<file path="src/rtl/alu_arbiter.sv">
// alu_arbiter: round-robin arbiter feeding a two-stage 32-bit ALU pipeline (issue reg S1, result reg S2).
// Optional macro ALU_ARBITER_ERR_EN adds output rsp_err flagging undefined opcodes.
module alu_arbiter #(
  parameter int NUM_REQ = 4,
  parameter int IDW     = $clog2(NUM_REQ)
) (
  input  logic                      clk,
  input  logic                      rst,
  input  logic [NUM_REQ-1:0]        req_valid,
  output logic [NUM_REQ-1:0]        req_ready,
  input  logic [NUM_REQ-1:0][31:0]  req_a,
  input  logic [NUM_REQ-1:0][31:0]  req_b,
  input  logic [NUM_REQ-1:0][3:0]   req_opcode,
  output logic                      rsp_valid,
  input  logic                      rsp_ready,
  output logic [IDW-1:0]            rsp_id,
  output logic [31:0]               rsp_result,
  output logic                      rsp_zero
`ifdef ALU_ARBITER_ERR_EN
  ,
  output logic                      rsp_err
`endif
);

  localparam int DATA_W = 32;
  localparam logic [3:0] OP_AND = 4'b0000;
  localparam logic [3:0] OP_OR  = 4'b0001;
  localparam logic [3:0] OP_ADD = 4'b0010;
  localparam logic [3:0] OP_SUB = 4'b0110;

  function automatic logic [DATA_W-1:0] alu_calc(input logic [DATA_W-1:0] a,
                                                 input logic [DATA_W-1:0] b,
                                                 input logic [3:0]        op);
    case (op)
      OP_AND:  return a & b;
      OP_OR:   return a | b;
      OP_ADD:  return a + b;
      OP_SUB:  return a - b;
      default: return '0;
    endcase
  endfunction

  function automatic logic op_undef(input logic [3:0] op);
    return !(op == OP_AND || op == OP_OR || op == OP_ADD || op == OP_SUB);
  endfunction

  logic [IDW-1:0]    r_last;
  logic              r_vld_p1;
  logic [DATA_W-1:0] r_a_p1;
  logic [DATA_W-1:0] r_b_p1;
  logic [3:0]        r_op_p1;
  logic [IDW-1:0]    r_id_p1;
  logic              r_vld_p2;
  logic [DATA_W-1:0] r_res_p2;
  logic              r_zero_p2;
  logic [IDW-1:0]    r_id_p2;

  logic              w_gnt_vld;
  logic [IDW-1:0]    w_gnt_id;
  logic [IDW-1:0]    w_idx;
  logic              w_s1_adv;
  logic              w_s1_free;
  logic              w_accept;
  logic [DATA_W-1:0] w_res;

  // Round-robin search: descending loop so the nearest requester after r_last wins.
  always_comb begin
    w_gnt_vld = 1'b0;
    w_gnt_id  = '0;
    w_idx     = '0;
    for (int k = NUM_REQ; k >= 1; k--) begin
      w_idx = IDW'((int'(r_last) + k) % NUM_REQ);
      if (req_valid[w_idx]) begin
        w_gnt_vld = 1'b1;
        w_gnt_id  = w_idx;
      end
    end
  end

  assign w_s1_adv  = r_vld_p1 && (!r_vld_p2 || rsp_ready);
  assign w_s1_free = !r_vld_p1 || w_s1_adv;
  assign w_accept  = w_gnt_vld && w_s1_free && !rst;

  always_comb begin
    req_ready = '0;
    if (w_accept) req_ready[w_gnt_id] = 1'b1;
  end

  // Stage p1: issue register
  always_ff @(posedge clk or posedge rst) begin
    if (rst) begin
      r_vld_p1 <= 1'b0;
      r_last   <= IDW'(NUM_REQ - 1);
    end else begin
      r_vld_p1 <= w_accept || (r_vld_p1 && !w_s1_adv);
      if (w_accept) r_last <= w_gnt_id;
    end
  end

  always_ff @(posedge clk) begin
    if (w_accept) begin
      r_a_p1  <= req_a[w_gnt_id];
      r_b_p1  <= req_b[w_gnt_id];
      r_op_p1 <= req_opcode[w_gnt_id];
      r_id_p1 <= w_gnt_id;
    end
  end

  assign w_res = alu_calc(r_a_p1, r_b_p1, r_op_p1);

  // Stage p2: result register, drives the response port directly
  always_ff @(posedge clk or posedge rst) begin
    if (rst) begin
      r_vld_p2  <= 1'b0;
      r_res_p2  <= '0;
      r_zero_p2 <= 1'b0;
      r_id_p2   <= '0;
    end else begin
      r_vld_p2 <= w_s1_adv || (r_vld_p2 && !rsp_ready);
      if (w_s1_adv) begin
        r_res_p2  <= w_res;
        r_zero_p2 <= (w_res == '0);
        r_id_p2   <= r_id_p1;
      end
    end
  end

`ifdef ALU_ARBITER_ERR_EN
  logic r_err_p2;
  always_ff @(posedge clk or posedge rst) begin
    if (rst) r_err_p2 <= 1'b0;
    else if (w_s1_adv) r_err_p2 <= op_undef(r_op_p1);
  end
  assign rsp_err = r_err_p2;
`endif

  assign rsp_valid  = r_vld_p2;
  assign rsp_id     = r_id_p2;
  assign rsp_result = r_res_p2;
  assign rsp_zero   = r_zero_p2;

endmodule

</file>
<file path="config.mk">
export PLATFORM = sky130hd
export DESIGN_NAME = alu_arbiter
export DESIGN_NICKNAME = d
export VERILOG_FILES = /design/src/rtl/alu_arbiter.sv
export SDC_FILE = /design/constraint.sdc
export NUM_CORES = 1
export LEC_CHECK = 0
export ABC_AREA = 1
export CAP_MARGIN = 10
export CORE_MARGIN = 8
export CORE_UTILIZATION = 48
export CTS_CLUSTER_SIZE = 28
export DETAILED_ROUTE_END_ITERATION = 8
export MAX_ROUTING_LAYER = met4
export PLACE_DENSITY = 0.83
export RECOVER_POWER = 25
export SETUP_SLACK_MARGIN = 0.1
export SLEW_MARGIN = 40
export SYNTH_ARGS = -nofsm -noshare
export SYNTH_HDL_FRONTEND = slang
export SYNTH_SLANG_ARGS = --single-unit
</file>
<file path="constraint.sdc">
create_clock -name clk -period 4.4 [get_ports clk]
set_input_delay 0.88 -clock clk [delete_from_list [all_inputs] [get_ports clk]]
set_output_delay 0.88 -clock clk [all_outputs]
set_load 0.01 [all_outputs]
</file>
# Yosys cells after proc, flatten, opt, wreduce, memory -nomap -nowiden
# Cells that the tools add are included.
[word_totals]
reg_bits = 109
inputBits = 279
out_inout_bits = 40
[op_classes]
reduce_logical = 17
eq_ne = 3
mux = 26
addsub = 6
n_lt_le_gt_ge = 6
bitwise_logic = 2
[ops]
columns = ["op", "n"]
rows = [
  ["$bmux 32 s2", 2],
  ["$pmux 32 s4", 1],
  ["$mux 32", 2],
  ["$add 32x32->32", 1],
  ["$and 32x32->32", 1],
  ["$logic_not 32->1", 1],
  ["$or 32x32->32", 1],
  ["$sub 32x32->32", 1],
  ["$lt 2x3->1 const B", 5],
  ["$mux 1", 9],
  ["$bmux 1 s2", 4],
  ["$bmux 4 s2", 1],
  ["$mux 2", 4],
  ["$mux 4", 2],
  ["$logic_and 1x1->1", 6],
  ["$logic_not 1->1", 5],
  ["$add 2x1->2 const B", 2],
  ["$add 2x2->2 const B", 2],
  ["$eq 4x1->1 const B", 1],
  ["$eq 4x2->1 const B", 1],
  ["$eq 4x3->1 const B", 1],
  ["$logic_not 4->1", 1],
  ["$logic_or 1x1->1", 4],
  ["$demux 1 s2", 1],
  ["$ge 2x1->1 const B", 1],
]

# Depth between registers and ports, before layout
[logic_depth]
ltp_word = 12
mapped_depth = 28
mapped_depth_nobuf = 28

# Least setup slack after synthesis
# No wires, ideal clock.
[synth_path]
path_type = "in2out"
startpoint = "in req_valid[3]"
endpoint = "out req_ready[3]"
path_buffers = 0
arrival_time_ns = 3.293
path_stages = 8
slack_ns = 0.227
path_cell_list = "inv_1 o21ai_0 inv_1 a31oi_1 nand2_1 inv_1 nand2_1 nor2_1"
[synth_via]
word_cells_on_any_way = 24
cone_classes = "order compare: 2; mux: 19; reduce/logical: 3"
[synth_lines]
columns = ["item", "line_no", "rtl"]
rows = [
  ["start: declaration", "9", "input logic [NUM_REQ-1:0] req_valid,"],
  ["$bmux 1 s2", "73", "if (req_valid[w_idx]) begin"],
  ["$mux 1 (implied by the code)", "73", ""],
  ["$mux 1 (3 in series)", "73", ""],
  ["$mux 1 (*)", "73", ""],
  ["$logic_and 1x1->1 (*) (2 in series)", "82", "assign w_accept = w_gnt_vld && w_s1_free && !rst;"],
  ["named net w_accept", "63", "logic w_accept;"],
  ["$mux 4 (*)", "86", "if (w_accept) req_ready[w_gnt_id] = 1'b1;"],
  ["end: declaration", "10", "output logic [NUM_REQ-1:0] req_ready,"],
]
# Mark *: on every way through the listed nets, which the timed path passes. The rest lies on a longest branch. The select of a mux whose other input is x is not followed.

# Final worst setup path
[layout_path]
startpoint = "in req_valid[3]"
endpoint = "out req_ready[3]"
[layout_via]
elab_chain_cells = 11
word_cells_on_any_way = 24
cone_classes = "order compare: 2; mux: 19; reduce/logical: 3"
[layout_rtl]
columns = ["item", "line_no"]
rows = [
  ["$bmux 1 s2", "73"],
  ["$mux 1 (implied by the code)", "73"],
  ["$mux 2 (4 in series)", "73"],
  ["$lt 2x3->1 (implied by the code) or $ge 2x1->1 (tied branches)", "86"],
  ["$logic_and 1x1->1 (implied by the code)", "86"],
  ["$mux 1 (implied by the code)", "86"],
  ["$demux 1 s2", "86"],
  ["$mux 4 (*)", "86"],
]
# Mark *: on every way between the ends. The rest lies on a longest branch, timed or not. The select of a mux whose other input is x is not followed.

==> run_results.csv <==
group,metric,value,unit
status,run_status,"finished, violations left",
status,violations,"capacitance limit, slew limit",
routing,drtIter0Drc,928,
placed_design,portBuffers,318,
yosys,ys_ff_latch,109,
grt,grt_max_degree,125,
critical_path,criticalPathCategory,"primary input to output pin",
floorplan,fp.dieW,159.6,um
timing,fmax,241.5,MHz
routing,totalWireLength,37730,um
routing,via_per_inst,5.407,
routing,drt_pass1_iterations,5,
timing,worst_slew_pin_slew,2223,ps
floorplan,dieArea,25470,um^2
yosys,async_reset_ff_frac,0.3578,
floorplan,core-area,20230,um^2
clock_network,cts_max_path_buffers,2,
timing,finalSetupViolCount,0,
critical_path,crit_arrival,3260,ps
floorplan,row_count,52,
clock_network,cts_sinks,109,
grt,grt_util_all_layers,0.3003,
routing,ant_nets,0,
timing,period_share,0.9413,
yosys,synthTopCellsByArea,"edfxtp_1 (21%), nand2_1 (13%), nor2_1 (12%)",
clock_network,cts-htree-levels,3,
floorplan,ios,319,
critical_path,crit_path_max_fanout,18,
yosys,yosysUniqueCellTypes,44,
timing,slew_headroom,-0.4821,
timing,rsz0062_at_grt,"yes",
grt,overflow,0,
placed_design,dp_hpwl,31520,um
yosys,yosys-top-cells-count,"nand2_1 (349), nor2_1 (329), inv_1 (168), o21ai_0 (98), nand3_1 (78)",
clock_network,clk_latency,360,ps
final_layout,final_nets,2080,
final_layout,area_delta_synth_final,37.69,%
floorplan,start_util,0.4891,
routing,wl_per_cell,18.45,um
final_layout,drive_gt1_frac,0.05421,
timing,setup_tns,0,ps
clock_network,clockRootBuffer,"clkbuf_16",
clock_network,cts_hold_buf,0,
clock_network,numCtsBuffers,9,
yosys,synth_top_cell_by_area,"edfxtp_1",
critical_path,startpoint_type,"primary input",
yosys,syn-num-nets,1786,
grt,grt_antenna_before_repair,4,
routing,num_vias,11060,
clock_network,clk_pin_slew,70,ps
hold_path,min-delay-path-class,"flip-flop to flip-flop",
timing,drv_slew,77,
job,max_cap_violations,2,
yosys,netlist_area,9897,um^2
grt,grt_pass1_vias,10910,
final_layout,fill_cells,1815,
timing,holdWs,437.4,ps
timing,period_minus_slack,4142,ps
timing,hold_viol_final,0,
yosys,synth.avg_cell_area,6.724,um^2
routing,remaining_drc_errors,0,
floorplan,die_h,159.6,um
yosys,synth_edf_count,70,
critical_path,worst_setup_path_end_kind,"output pin",
clock_network,cts_tree,"done",
timing,worst_slack,258.5,ps
yosys,yosys_most_used_dff,"edfxtp_1",
yosys,netlist_instances,1472,
timing,finClkSkew,10.07,ps
yosys,yosysSeqAreaShare,0.3113,
placed_design,dp_slack,77.43,ps
grt,grt_pass1_wl,59030,um
yosys,yosys_warnings,0,
critical_path,crit_required,3520,ps
yosys,synth_top_area_frac,0.2124,
placed_design,gp_congestion,0.9807,
yosys,yosysMostFrequentCell,"nand2_1",
final_layout,final_util,0.6734,
worst max-delay path, stage by stage:
cell and delay, ps:
dlygate4sd3_1 520, inv_1 50, o21ai_0 270, nand2_1 110, o21ai_0 110, o211ai_1 120
nand4_1 90, nand2_1 130, inv_4 190, nand2_1 140, nor2_1 100, clkdlybuf4s50_1 550
through the flow:
| stage | instances | area, um^2 |
|---|---|---|
| after floorplan | 1472 | 9897 |
| after global placement | 2014 | 13200 |
| after detailed placement | 2014 | 13200 |
| after CTS | 2030 | 13490 |
| after global routing | 2045 | 13630 |
| final | 2045 | 13630 |
repair_timing:
action,CTS,global route
buffers inserted,0,11
hold endpoints to repair,0,0
endpoints found under the setup margin,0,8
resized for setup,0,16
final timing paths:
kind	start	endpoint	slack [ps]	depth (start not counted)
setup / recovery	req_valid[3]	req_ready[3]	260	12
hold / removal	r_id_p1[0]	rsp_id[0]	440	2
setup reg to reg	r_b_p1[0]	rsp_zero	410	23
hold reg to reg	r_id_p1[0]	rsp_id[0]	440	2
max in group asynchronous	rst	rsp_result[8]	1290	3
min in group asynchronous	rst	r_vld_p1	1810	3
flip-flops by register name (all words and copies together), names as in the netlist, 2 cells and up:
name and count:
r_a_p1 32, r_b_p1 32, rsp_result 32, r_op_p1 4, r_id_p1 2, r_last 2
rsp_id 2
routing by layer:
metal | global-route usage | vias up | routed length [um]
li1 | - | 5467 | -
met1 | 0.3611 | 5107 | 15710
met2 | 0.5064 | 423 | 18460
met3 | 0.04990 | 60 | 2419
met4 | 0.09391 | 0 | 1139
met5 | - | - | 0
area by class of cell:
cell class / instances / area [um^2] / area share
clock buffers: 10 / 239.0 / 0.01754
flip-flops and latches: 109 / 3080 / 0.2261
inverters: 174 / 660.6 / 0.04848
multi-input cells: 1126 / 5841 / 0.4286
well taps: 270 / 337.8 / 0.02479
diodes: 4 / 10.01 / 0.0007346
clock inverters: 6 / 52.55 / 0.003856
repair buffers: 346 / 3406 / 0.2499
cells by family (layout without fill, tap and decap cells):
group | Yosys count | after routing | share of synthesized area
buffers and inverters | 237 | 536 | 0.1038
AO/OA/AOI/OAI | 243 | 243 | 0.1716
other | 0 | 4 | 0
AND/OR/NAND/NOR | 805 | 805 | 0.3279
XOR/XNOR | 30 | 30 | 0.02731
flip-flops | 109 | 109 | 0.3113
adder cells (fa/ha/maj) | 48 | 48 | 0.05815
placed cells by master, fill, tap and decap left out, types with 3 or more instances in the layout:
master | netlist | final
nand2_1 | 349 | 349
nor2_1 | 329 | 321
clkdlybuf4s50_1 | 0 | 295
inv_1 | 168 | 167
o21ai_0 | 98 | 95
nand3_1 | 78 | 78
edfxtp_1 | 70 | 70
o32ai_1 | 46 | 46
dfrtp_1 | 37 | 37
ha_1 | 34 | 32
a21oi_1 | 28 | 28
xor2_1 | 25 | 25
a31oi_1 | 23 | 23
dlygate4sd3_1 | 0 | 23
buf_4 | 2 | 23
o32ai_2 | 22 | 22
o21ai_1 | 15 | 17
nand4_1 | 13 | 13
maj3_1 | 13 | 13
nor2_2 | 2 | 10
nand3b_1 | 10 | 10
nor3_1 | 13 | 10
clkbuf_16 | 0 | 9
nor3_2 | 2 | 5
nor4_1 | 5 | 5
diode_2 | 0 | 4
xnor2_1 | 4 | 4
inv_4 | 1 | 3
inv_2 | 4 | 3
Power is left out: the tool's default activity adds up to more than one toggle a clock period on the data nets, which glitch-free logic cannot reach.
